## src/rtl/encode_pkg.sv

```systemverilog
// Shared definitions for the encoder arbiter: default parameters and FSM state encoding.
package encode_pkg;

  localparam int N_REQ_DEF     = 4;
  localparam int DW_DEF        = 64;
  localparam int MSG_BEATS_DEF = 16;
  localparam int TO_CYC_DEF    = 1023;

  typedef enum logic [2:0] {
    ST_IDLE     = 3'd0,
    ST_START    = 3'd1,
    ST_DATA     = 3'd2,
    ST_WAIT_ENC = 3'd3,
    ST_PARITY   = 3'd4,
    ST_RELEASE  = 3'd5
  } state_t;

  // Index width that stays at least one bit for single-entry cases.
  function automatic int idx_w(input int n);
    return (n > 1) ? $clog2(n) : 1;
  endfunction

endpackage

```

## src/rtl/encode_arbiter_rr_pick.sv

```systemverilog
// Round-robin selector: first set request at or after ptr, wrapping, as a one-hot vector.
module rr_pick #(
  parameter int N_REQ = 4,
  parameter int PW    = 2
) (
  input  logic [N_REQ-1:0] req,
  input  logic [PW-1:0]    ptr,
  output logic [N_REQ-1:0] pick
);

  logic w_found;

  // Scan requesters in priority order starting from ptr; keep only the first hit.
  always_comb begin
    pick    = '0;
    w_found = 1'b0;
    for (int k = 0; k < N_REQ; k++) begin
      for (int j = 0; j < N_REQ; j++) begin
        if (!w_found && req[j] && (j == ((int'(ptr) + k) % N_REQ))) begin
          pick[j] = 1'b1;
          w_found = 1'b1;
        end
      end
    end
  end

endmodule

```

## src/rtl/encode_arbiter.sv

```systemverilog
// Shares one encoder between several flash channels: round-robin frame ownership,
// beat forwarding, parity handshake and a watchdog on the encoder-wait phases.
//
// state    | meaning
// ---------+-----------------------------------------------------------
// IDLE     | no owner; picks the next requester round-robin
// START    | one-cycle en_start pulse to the encoder, beat count cleared
// DATA     | forwarding owner beats until MSG_BEATS are accepted
// WAIT_ENC | waiting for done_encode (watchdog running)
// PARITY   | parity read issued, waiting for parity_out_done (watchdog running)
// RELEASE  | frame_done to owner, round-robin pointer advanced
module encode_arbiter
  import encode_pkg::*;
#(
  parameter int N_REQ     = N_REQ_DEF,
  parameter int DW        = DW_DEF,
  parameter int MSG_BEATS = MSG_BEATS_DEF,
  parameter int TO_CYC    = TO_CYC_DEF
) (
  input  logic                clk,
  input  logic                rst_n,
  input  logic [N_REQ-1:0]    req,
  input  logic [N_REQ-1:0]    din_valid,
  input  logic [N_REQ*DW-1:0] din,
  output logic [N_REQ-1:0]    grant,
  output logic [N_REQ-1:0]    frame_done,
  output logic                err_timeout,
  output logic                busy,
  output logic                en_start,
  output logic                en_din,
  output logic [DW-1:0]       enc_din,
  output logic                read_parity,
  input  logic                done_encode,
  input  logic                parity_out_done
);

  localparam int PW = idx_w(N_REQ);
  localparam int BW = $clog2(MSG_BEATS + 1);
  localparam int WW = $clog2(TO_CYC + 1);

  state_t           r_state, w_state_nxt;
  logic [PW-1:0]    r_owner, w_owner_nxt;
  logic [PW-1:0]    r_rr_ptr, w_rr_nxt;
  logic [BW-1:0]    r_beat_cnt, w_beat_nxt;
  logic [WW-1:0]    r_wd, w_wd_nxt;

  logic [N_REQ-1:0] r_grant, w_grant_nxt;
  logic [N_REQ-1:0] r_frame_done, w_fd_nxt;
  logic             r_err_timeout, w_to_nxt;
  logic             r_busy, w_busy_nxt;
  logic             r_en_start, w_start_nxt;
  logic             r_en_din, w_en_din_nxt;
  logic [DW-1:0]    r_enc_din, w_enc_din_nxt;
  logic             r_read_parity, w_rp_nxt;

  logic [N_REQ-1:0] w_pick;
  logic [PW-1:0]    w_pick_idx;
  logic [N_REQ-1:0] w_owner_oh;
  logic             w_valid_own;
  logic [DW-1:0]    w_din_own;

  rr_pick #(
    .N_REQ (N_REQ),
    .PW    (PW)
  ) u_rr_pick (
    .req  (req),
    .ptr  (r_rr_ptr),
    .pick (w_pick)
  );

  assign w_owner_oh  = N_REQ'(1) << r_owner;
  assign w_valid_own = din_valid[r_owner];
  assign w_din_own   = din[r_owner*DW +: DW];

  // One-hot pick to binary owner index.
  always_comb begin
    w_pick_idx = '0;
    for (int i = 0; i < N_REQ; i++) begin
      if (w_pick[i]) w_pick_idx = PW'(i);
    end
  end

  // Next-state and next-output decode; outputs are registered from these values.
  always_comb begin
    w_state_nxt   = r_state;
    w_owner_nxt   = r_owner;
    w_rr_nxt      = r_rr_ptr;
    w_beat_nxt    = r_beat_cnt;
    w_wd_nxt      = r_wd;
    w_grant_nxt   = r_grant;
    w_fd_nxt      = '0;
    w_to_nxt      = 1'b0;
    w_en_din_nxt  = 1'b0;
    w_enc_din_nxt = r_enc_din;
    w_rp_nxt      = 1'b0;

    unique case (r_state)
      ST_IDLE: begin
        if (|req) begin
          w_owner_nxt = w_pick_idx;
          w_grant_nxt = w_pick;
          w_state_nxt = ST_START;
        end
      end
      ST_START: begin
        w_beat_nxt  = '0;
        w_state_nxt = ST_DATA;
      end
      ST_DATA: begin
        if (w_valid_own) begin
          w_en_din_nxt  = 1'b1;
          w_enc_din_nxt = w_din_own;
          w_beat_nxt    = r_beat_cnt + BW'(1);
          if (r_beat_cnt == BW'(MSG_BEATS - 1)) begin
            w_wd_nxt    = '0;
            w_state_nxt = ST_WAIT_ENC;
          end
        end
      end
      ST_WAIT_ENC: begin
        if (done_encode) begin
          w_rp_nxt    = 1'b1;
          w_wd_nxt    = '0;
          w_state_nxt = ST_PARITY;
        end else if (r_wd == WW'(TO_CYC - 1)) begin
          w_to_nxt    = 1'b1;
          w_fd_nxt    = w_owner_oh;
          w_grant_nxt = '0;
          w_state_nxt = ST_IDLE;
        end else begin
          w_wd_nxt = r_wd + WW'(1);
        end
      end
      ST_PARITY: begin
        if (parity_out_done) begin
          w_fd_nxt    = w_owner_oh;
          w_grant_nxt = '0;
          w_state_nxt = ST_RELEASE;
        end else if (r_wd == WW'(TO_CYC - 1)) begin
          w_to_nxt    = 1'b1;
          w_fd_nxt    = w_owner_oh;
          w_grant_nxt = '0;
          w_state_nxt = ST_IDLE;
        end else begin
          w_wd_nxt = r_wd + WW'(1);
        end
      end
      ST_RELEASE: begin
        w_rr_nxt    = (r_owner == PW'(N_REQ - 1)) ? '0 : r_owner + PW'(1);
        w_state_nxt = ST_IDLE;
      end
      default: begin
        w_grant_nxt = '0;
        w_state_nxt = ST_IDLE;
      end
    endcase

    w_start_nxt = (w_state_nxt == ST_START);
    w_busy_nxt  = (w_state_nxt != ST_IDLE);
  end

  // State, bookkeeping and registered outputs; reset clears everything mid-frame too.
  always_ff @(posedge clk or negedge rst_n) begin
    if (!rst_n) begin
      r_state       <= ST_IDLE;
      r_owner       <= '0;
      r_rr_ptr      <= '0;
      r_beat_cnt    <= '0;
      r_wd          <= '0;
      r_grant       <= '0;
      r_frame_done  <= '0;
      r_err_timeout <= 1'b0;
      r_busy        <= 1'b0;
      r_en_start    <= 1'b0;
      r_en_din      <= 1'b0;
      r_enc_din     <= '0;
      r_read_parity <= 1'b0;
    end else begin
      r_state       <= w_state_nxt;
      r_owner       <= w_owner_nxt;
      r_rr_ptr      <= w_rr_nxt;
      r_beat_cnt    <= w_beat_nxt;
      r_wd          <= w_wd_nxt;
      r_grant       <= w_grant_nxt;
      r_frame_done  <= w_fd_nxt;
      r_err_timeout <= w_to_nxt;
      r_busy        <= w_busy_nxt;
      r_en_start    <= w_start_nxt;
      r_en_din      <= w_en_din_nxt;
      r_enc_din     <= w_enc_din_nxt;
      r_read_parity <= w_rp_nxt;
    end
  end

  assign grant       = r_grant;
  assign frame_done  = r_frame_done;
  assign err_timeout = r_err_timeout;
  assign busy        = r_busy;
  assign en_start    = r_en_start;
  assign en_din      = r_en_din;
  assign enc_din     = r_enc_din;
  assign read_parity = r_read_parity;

endmodule

```

## config.mk

```make
export PLATFORM = sky130hd
export DESIGN_NAME = encode_arbiter
export DESIGN_NICKNAME = d
export VERILOG_FILES = /design/src/rtl/encode_pkg.sv /design/src/rtl/encode_arbiter_rr_pick.sv /design/src/rtl/encode_arbiter.sv
export SDC_FILE = /design/constraint.sdc
export NUM_CORES = 1
export LEC_CHECK = 0
export BUFFER_PORTS_ARGS = -buffer_cell sky130_fd_sc_hd__buf_4
export CAP_MARGIN = 20
export CORE_ASPECT_RATIO = 2
export CORE_MARGIN = 10
export CORE_UTILIZATION = 25
export DETAILED_ROUTE_END_ITERATION = 16
export GPL_ROUTABILITY_DRIVEN = 0
export PLACE_DENSITY = 0.64
export SYNTH_ARGS = -nofsm -noshare
export SYNTH_HDL_FRONTEND = slang
export SYNTH_SLANG_ARGS = --single-unit
```

## constraint.sdc

```tcl
create_clock -name clk -period 2.05 [get_ports clk]
set_input_delay 0.1025 -clock clk [delete_from_list [all_inputs] [get_ports clk]]
set_output_delay 0.1025 -clock clk [all_outputs]
set_load 0.01 [all_outputs]
```

# Word-level counts from Yosys, hierarchy flattened
# Index checks and enable logic that the tools add are counted.
[word_totals] reg_bits=99 input_bits=268 wordCells=184
[classes] add_sub_neg=6 magnitude_cmp=1 n_eq_ne=26 shift=2 muxes=68 bitwise_logic=4 reduce_logical=64
[op_table] operator="$shiftx 256x9->64" count=1
[op_table] operator="$logic_not 32->1" count=4
[op_table] operator="$mux 10" count=5
[op_table] operator="$mux 1" count=39
[op_table] operator="$logic_and 1x1->1" count=31
[op_table] operator="$pmux 10 s3" count=1
[op_table] operator="$mux 4" count=7
[op_table] operator="$eq 3x3->1 const A" count=6
[op_table] operator="$mux 3" count=6
[op_table] operator="$pmux 4 s4" count=1
[op_table] operator="$logic_not 1->1" count=15
[op_table] operator="$pmux 3 s5" count=1
[op_table] operator="$add 10x1->10 const B" count=1
[op_table] operator="$eq 10x10->1 const B" count=1
[op_table] operator="$ne 2x2->1 const B" count=5
[op_table] operator="$pmux 5 s2" count=1
[op_table] operator="$eq 2x3->1 const A" count=3
[op_table] operator="$pmux 4 s2" count=1
[op_table] operator="$eq 3x1->1 const B" count=2
[op_table] operator="$eq 3x2->1 const B" count=2
[op_table] operator="$eq 3x3->1 const B" count=2
[op_table] operator="$mux 2" count=3
[op_table] operator="$reduce_and 2->1" count=3
[op_table] operator="$reduce_bool 3->1" count=2
[op_table] operator="21 further kinds" count=28

# Depth between registers and ports, before layout
# Gate-level depths: netlist (run 1).
[logic_depth] ltp_word=65 mapped_depth=8

# Hierarchy
# From an unflattened synthesis (run 1), not the netlist that was laid out.
[unflattened] cells_unflattened=403 area_unflattened_um2=5863.1
[by_module_without_submodules] module="encode_arbiter" n_inst=1 cells_per_inst=387 area_each_um2=5761.8 seq_area_each_um2=2477.4
[by_module_without_submodules] module="rr_pick" n_inst=1 cells_per_inst=16 area_each_um2=101.3 seq_area_each_um2=0.0

# Worst setup path after synthesis (run 1)
# Ideal clock, no wire load.
[synth_timing] path_type="flip-flop to flip-flop" startpoint="register r_owner[0]" endpoint="register r_busy, in the netlist busy" arrival_ps=2094 required_time_ps=1912 path_slack_ps=-183 path_stages_with_launch=7 path_buffers=1 cell_sequence="dfrtp_1 -> clkbuf_2 -> mux4_2 -> nand3b_4 -> inv_2 -> a2111o_1 -> or4_1"
[synth_between] elab_chain_len=5
[synth_lines] item="start: declaration" line="encode_arbiter.sv:42" source="logic [PW-1:0] r_owner, w_owner_nxt;"
[synth_lines] item="start signal: assignment" line="encode_arbiter.sv:180" source="r_owner <= w_owner_nxt;"
[synth_lines] item="$bmux 1 s2" line="encode_arbiter.sv:72" source="assign w_valid_own = din_valid[r_owner];"
[synth_lines] item="$mux 1 (implied by the code)" line="encode_arbiter.sv:72"
[synth_lines] item="$mux 3" line="encode_arbiter.sv:110" source="if (w_valid_own) begin"
[synth_lines] item="$pmux 3 s5" line="encode_arbiter.sv:97" source="unique case (r_state)"
[synth_lines] item="named net w_state_nxt[0]" line="encode_arbiter.sv:41" source="state_t r_state, w_state_nxt;"
[synth_lines] item="$reduce_bool 3->1" line="encode_arbiter.sv:159" source="w_busy_nxt = (w_state_nxt != ST_IDLE);"
[synth_lines] item="named net w_busy_nxt" line="encode_arbiter.sv:50" source="logic r_busy, w_busy_nxt;"
[synth_lines] item="end signal: assignment" line="encode_arbiter.sv:187" source="r_busy <= w_busy_nxt;"
[synth_lines] item="end: declaration" line="encode_arbiter.sv:50"
# The timed path passes the listed nets, and every way through them passes these cells. The select of a mux whose other input is x is not followed.
# A chain may end at the register's enable or synchronous reset.

# Final worst setup path (run 1)
# Ends and elaborated chain as after synthesis.

==> metrics.md, run 1 <==
| Metric | Value |
|---|---|
| Fin Clk Skew | between 10 and 15 ps |
| Starting DRT DRC Count | 312 |
| Total DRC errors in the routed layout | 0 |
| Critical path data arrival time | 2240 ps |
| Footprint of the flip-flops and latches | about 0.0025 mm² |
| Maximum single-stage delay on the critical path | 540 ps |
| Static leakage | 0.00425 µW |
| Post-route cell area | 0.00916 mm² |
| Deepest clock path buffer count | 2 |
| Antenna fix cells | 0 |
| Vias | about 5.1k |
| Remaining Overflow, GRT | 0 |
| Clk Latency, worst-skew pair | 360 ps |
| Synthesis-to-layout area growth | 60.3% |
| Most used DFF post-synth | dfrtp_1 |
| Endpoint kind of the worst setup timing path | flip-flop |
| Wire length of the first global-routing pass | about 35000 µm |
| Clock buffer count from CTS | 9 |
| DRT antenna net count | 0 |
| Share of layout cells above drive strength 1 | 0.692 |
| Depth of the worst hold-timing path | 2 |
| Count of flip-flops with a built-in enable after synthesis | 0 |
| Placed cell areas | 0.00880 mm² |
| Number of flip-flops and latches in the synthesized netlist | 99 |
| Cell with the biggest individual delay on the critical path | mux4_2 |
| Clock root buffer master | clkbuf_16 |
| Min-delay src | req[0] |
| Critical Path Fanout Max | 2 |
| Chip Height | approximately 230 µm |
| Synthesized netlist cell count | 401 |
| Number of failing setup endpoints in the final timing report | 0 |
| Post-detailed-placement half-perimeter wirelength | 19200 µm |
| Worst Hold End | grant[0] |
| Sequential fraction of the synthesis area | 0.434 |
| Footprint of the multi-input gates | 0.00310 mm² |
| Number of nets in the final layout | 1033 |
| Total number of H-tree levels | 3 |
| Achievable clock frequency | approximately 500 MHz |
| Slew HR | 0.607 |
| Syn. warnings | 0 |
| Total standard cell area after synthesis | around 0.0057 mm² |
| Post-synthesis async set-or-reset flop share | 1.00 |
| Final hold slack | 43.6 ps |
| TritonCTS clock tree | yes |
| CP required | roughly 2300 ps |
| Boundary pin count | 345 |
| Cells along the critical path | mux4_2 > nand3b_4 > inv_4 > a2111o_1 > or4_1 |
| Sink count of the clock tree | 99 |
| Synth cell types | between 50 and 60 |
| Clock transition at the register clock pins on the worst setup and hold paths after CTS | approximately 80 ps |
| Final worst path period share | 0.977 |
| Vias in the first global route | approximately 5.7k |
| Layout fillers | ~2.2k |
| Outcome | complete, no violations |
| Max-slew violation total from the final report | 0 |
| Worst reg2reg setup slack | 50 ps |
| Buffers on Ports | 344 |
| RSZ-0062 raised after global routing | false |
| Tightest Pin Transition | 581 ps |
| Core region area | about 0.023 mm² |
| Starting density of the core | 0.252 |
| Type of element launching the critical path | flip-flop |
| Worst reg2reg path endpoint | busy |
| Kind of path behind the tightest hold check | in -> reg |
| Final Routed Wirelength | ~24000 µm |
| Cell row count | 78 |
| Chip width | 127 µm |
| Final core utilization | 0.405 |
| Initial antenna violation count | 0 |
| Max-cap violations | 0 |
| Total routing usage reported by global routing | 0.152 |
| Post-detailed-route wirelength per cell | 22.6 µm |
| Post-layout min period | roughly 2000 ps |
| Launching point of the worst reg2reg path | r_owner[0] |
| Maximum resistive drop on vdd | roughly 0.84 mV |
| Final Hold Fails | 0 |
| Nets in the synthesized netlist | a little under 700 |
| Critical path class | reg -> reg |
| Via density per instance | 4.86 |
| Maximum number of pins on one net before global-route repair | 69 |
| Post-Syn Area per Cell | 14.2 µm² |
| Die outline area | roughly 0.030 mm² |
| Total power divided by cell area | 1290 mW/mm² |
| Number of cells on the worst reg-to-reg path | 5 |
| First-pass iteration count of the detailed router | 4 |
## layout make-up
class / instances / share of cell area
repair buffers: 374 / 0.317
clock buffers: 11 / 0.0265
well taps: 280 / 0.0382
clock inverters: 5 / 0.00423
multi-input cells: 263 / 0.338
inverters: 10 / 0.00437
flip-flops and latches: 99 / 0.271
## kinds of logic (layout without fill, tap and decap cells)
kind of cell	after synthesis	after routing	synth area share
AOI/OAI and AO/OA	58	58	0.0674
and+or+nand+nor	64	64	0.0650
DFF	99	99	0.434
adders and majority gates	8	8	0.0175
muxes	132	132	0.388
xor gates and xnor gates	1	1	0.00153
buffers and inverters	39	400	0.0271
## report_power, final
part	switching (µW)	total (µW)	leakage, µW	internal, µW
Sequential	547	3360	0.00122	2820
Clock	796	1660	0.000136	863
Combinational	2870	6810	0.00290	3930
Total	4220	11800	0.00425	7610
## synth_stat cells (3+ instances only)
cell type / instances / area [µm²]
a21o_1: 3 / 22.5
a21oi_1: 15 / 75.1
a31oi_1: 6 / 37.5
and2_1: 8 / 50.1
and3_1: 3 / 18.8
buf_1: 5 / 18.8
buf_2: 6 / 30.0
clkbuf_1: 17 / 63.8
dfrtp_1: 99 / 2480
ha_1: 8 / 100
inv_1: 9 / 33.8
mux2_2: 65 / 732
mux4_2: 65 / 1460
nand2_1: 11 / 41.3
nand3_1: 7 / 35.0
nand4_1: 3 / 18.8
nor2_1: 10 / 37.5
nor2b_1: 3 / 18.8
nor3_1: 4 / 20.0
o21ai_0: 10 / 50.1
o22ai_1: 4 / 25.0
o2bb2ai_1: 3 / 26.3
## how the worst max path moves through the flow
stage	from	end	slack, ps
after floorplan	r_owner[0]	busy	-30
after global placement	r_owner[0]	enc_din[28]	-5
after detailed placement	r_beat_cnt[0]	r_wd[3]	-40
after CTS	r_beat_cnt[0]	r_wd[3]	1
after global routing	r_owner[0]	busy	2
final	r_owner[0]	busy	50
## flip-flops by register name, summed over array words and instances, names as in the netlist
register / cells
r_wd: 10
busy: 1
r_owner: 2
grant: 4
r_beat_cnt: 5
en_din: 1
frame_done: 4
read_parity: 1
r_state: 3
err_timeout: 1
r_rr_ptr: 2
en_start: 1
enc_din: 64
## cells in the final DEF (no fill, tap or decap), drive strengths merged, types with 2 or more instances in the layout
cell	count
buf	372
dfrtp	99
mux4	65
mux2	65
a21oi	15
nand2	11
clkbuf	11
nor2	10
o21ai	10
inv	10
and2	8
ha	8
nand3	7
a31oi	6
o22ai	4
nor3	4
clkinv	4
and3	3
nor2b	3
nand4	3
a21o	3
o2bb2ai	3
nand3b	3
and4	2
nand2b	2
and3b	2
o31ai	2
mux2i	2
a2bb2oi	2
dlygate4sd3	2
## metal layers
metal	part of all wire	GRT usage	vias up
li1	-	-	2297
met3	0.084	0.0543	26
met4	0.020	0.0468	0
met1	0.35	0.160	2510
met5	0	0	-
met2	0.55	0.274	231
## stage by stage
stage          std cells  total power, µW  worst slack [ps]  TNS [ps]
2_1_floorplan        401             7300             -28.9     -28.9
3_3_place_gp        1022            10100             -4.67     -8.71
3_5_place_dp        1022            10200             -35.6      -166
4_1_cts             1041            12000              1.27         0
5_1_grt             1042            12700              2.25         0
6_report            1042            11800              47.4         0
## what timing repair did
| action | 4_1_cts | 5_1_grt |
|---|---|---|
| hold endpoints to repair | 43 | 0 |
| pin swaps | 0 | 1 |
| hold buffers | 2 | 0 |
| gates resized for setup | 3 | 3 |
| gates cloned | 1 | 0 |
| setup endpoints to repair | 38 | 8 |
| buffers inserted | 0 | 1 |
## worst max-delay path: cells and delay by family (launching register included)
family                 cells  cell delay [ps]
AO/OA/AOI/OAI              1              360
multiplexers               1              540
AND/OR/NAND/NOR            2              520
flip-flops                 1              420
buffers and inverters      1               30
Power figures use the tool's default switching activity.
==> run 2, diff against run 1 <==
--- a/config.mk
+++ b/config.mk
@@ -9,10 +9,10 @@
 export CAP_MARGIN = 20
 export CORE_ASPECT_RATIO = 2
 export CORE_MARGIN = 10
-export CORE_UTILIZATION = 25
+export CORE_UTILIZATION = 39
 export DETAILED_ROUTE_END_ITERATION = 16
 export GPL_ROUTABILITY_DRIVEN = 0
-export PLACE_DENSITY = 0.64
+export PLACE_DENSITY = 0.87
 export SYNTH_ARGS = -nofsm -noshare
 export SYNTH_HDL_FRONTEND = slang
 export SYNTH_SLANG_ARGS = --single-unit
==> metrics.md, run 2 (synthesis results as in run 1) <==
| Metric | Value |
|---|---|
| Share of layout cells above drive strength 1 | 0.694 |
| Max-cap violations | 0 |
| Achievable clock frequency | between 400 and 500 MHz |
| Setup TNS | 0 ps |
| Wire length of the first global-routing pass | 33100 µm |
| Total DRC errors in the routed layout | 0 |
| Worst setup path start | r_owner[0] |
| Amount of wire on met3 after detailed routing | ~2000 µm |
| Initial antenna violation count | 4 |
| Cell with the biggest individual delay on the critical path | mux4_2 |
| Number of failing setup endpoints in the final timing report | 0 |
| Fin Clk Skew | 9.27 ps |
| Buffers on Ports | 344 |
| Chip Height | approximately 190 µm |
| CP required | 2250 ps |
| Total number of H-tree levels | 3 |
| Via density per instance | 5.45 |
| WL met1 | 7550 µm |
| Final Worst Setup Slack | 7.04 ps |
| Most common cell after layout, fill and taps aside | buf_4 |
| Depth of the worst hold-timing path | 2 |
| Min-delay src | done_encode |
| Maximum resistive drop on vdd | 0.736 mV |
| Boundary pin count | ~350 |
| Critical Path Fanout Max | 2 |
| Post-detailed-route wirelength per cell | 24.3 µm |
| Launching point of the worst reg2reg path | r_owner[0] |
| Vias in the first global route | ~5.5k |
| Cells along the critical path | mux4_2 > nand3b_4 > inv_4 > a2111o_1 > or4_1 |
| Post-detailed-placement half-perimeter wirelength | 19100 µm |
| Final core utilization | 0.621 |
| Starting DRT DRC Count | 213 |
| Clock transition at the register clock pins on the worst setup and hold paths after CTS | 70 ps |
| Number of nets in the final layout | between 1k and 1.5k |
| Flip-flop count of the largest register after layout | 64 |
| Total power divided by cell area | 1300 mW/mm² |
| Number of cells on the worst reg-to-reg path | 5 |
| Max-slew violation total from the final report | 0 |
| Type of element launching the critical path | flip-flop |
| Critical path data arrival time | 2250 ps |
| Post-route cell area | about 0.0089 mm² |
| # placed instances | 921 |
| Highest metal layer used by the detailed router | met5 |
| Remaining Overflow, GRT | 0 |
| Layout fillers | 1127 |
| Clock buffer count from CTS | 9 |
| Deepest clock path buffer count | 2 |
| DRT antenna net count | 0 |
| First-pass iteration count of the detailed router | 5 |
| Worst reg2reg setup slack | 7 ps |
| TritonCTS clock tree | yes |
| Final Hold Fails | 0 |
| Chip width | 106 µm |
| Placed cell areas | 0.00856 mm² |
| Slew HR | 0.600 |
| Clk Latency, worst-skew pair | 330 ps |
| Tightest Pin Transition | 601 ps |
| Worst setup timing slack at the placement stage | -91.4 ps |
| Clock root buffer master | clkbuf_16 |
| Sink count of the clock tree | 99 |
| Vias | 5148 |
| Die outline area | a little over 0.02 mm² |
| Static leakage | 0.00417 µW |
| Detailed route wirelength on metal2 | approximately 13000 µm |
| Non-filler cells in the finished layout | 945 |
| Maximum single-stage delay on the critical path | 550 ps |
| RSZ-0062 raised after global routing | true |
| Starting density of the core | 0.398 |
| Critical path class | reg -> reg |
| Core region area | 0.0144 mm² |
| Worst reg2reg path endpoint | busy |
| Kind of path behind the tightest hold check | in -> reg |
| Final worst path period share | 0.997 |
| Outcome | complete, no violations |
| Maximum number of pins on one net before global-route repair | 70 |
| Final Routed Wirelength | between 20000 and 25000 µm |
| Post-layout min period | just over 2000 ps |
| Worst Hold End | read_parity |
| Total routing usage reported by global routing | 0.213 |
| Synthesis-to-layout area growth | 56.1% |
| Cell row count | 62 |
| Top library cells by usage in the layout, fill and taps aside | buf_4 (358), dfrtp_1 (97), mux4_2 (65), mux2_2 (65), a21oi_1 (15) |
| Endpoint kind of the worst setup timing path | flip-flop |
==> run 2: area by class of cell <==
cell class | instances | area [µm²] | area share
Tap cell | 192 | 240 | 0.0269
Timing Repair Buffer | 362 | 2760 | 0.309
Sequential cell | 99 | 2480 | 0.278
Multi-Input combinational cell | 264 | 3120 | 0.350
Antenna cell | 2 | 5.00 | 0.000561
Clock buffer | 11 | 233 | 0.0261
Clock inverter | 5 | 37.5 | 0.00421
Inverter | 10 | 40.0 | 0.00449
==> run 2: repair_timing <==
item,CTS,global route
endpoints found under the setup margin,5,5
setup buffers,1,3
hold buffers,1,0
endpoints found under the hold margin,33,0
gates cloned,0,1
pin swaps,0,2
gates resized for setup,2,7
==> run 2: worst max-delay path: cells and delay by family (launching register included) <==
kind            cells  cell delay (ps)
flops               1              430
buf+inv             1               40
compound gates      1              360
simple gates        2              530
mux                 1              550
==> run 2: per-stage QoR <==
step | power [µW] | hold WS, ps
2_1_floorplan | 7300 | -193
3_3_place_gp | 9800 | 82.5
3_5_place_dp | 10000 | 89.5
4_1_cts | 11600 | 10.7
5_1_grt | 12300 | 8.50
6_report | 11600 | 25.5
==> run 2: worst max-delay path by stage <==
stage / endpoint
after floorplan: busy
after global placement: r_wd[3]
after detailed placement: r_wd[3]
after CTS: busy
after global routing: busy
final: busy
==> run 2: routing by layer <==
layer | track usage | vias to the layer above
met5 | 0 | -
met2 | 0.386 | 287
met1 | 0.220 | 2529
met4 | 0.0869 | 4
li1 | - | 2272
met3 | 0.0708 | 56
==> run 2: where the power goes <==
group,switching (µW),internal (µW),total (µW)
combinational,2890,3740,6630
clock,723,831,1550
sequential,570,2810,3380
total,4180,7380,11600
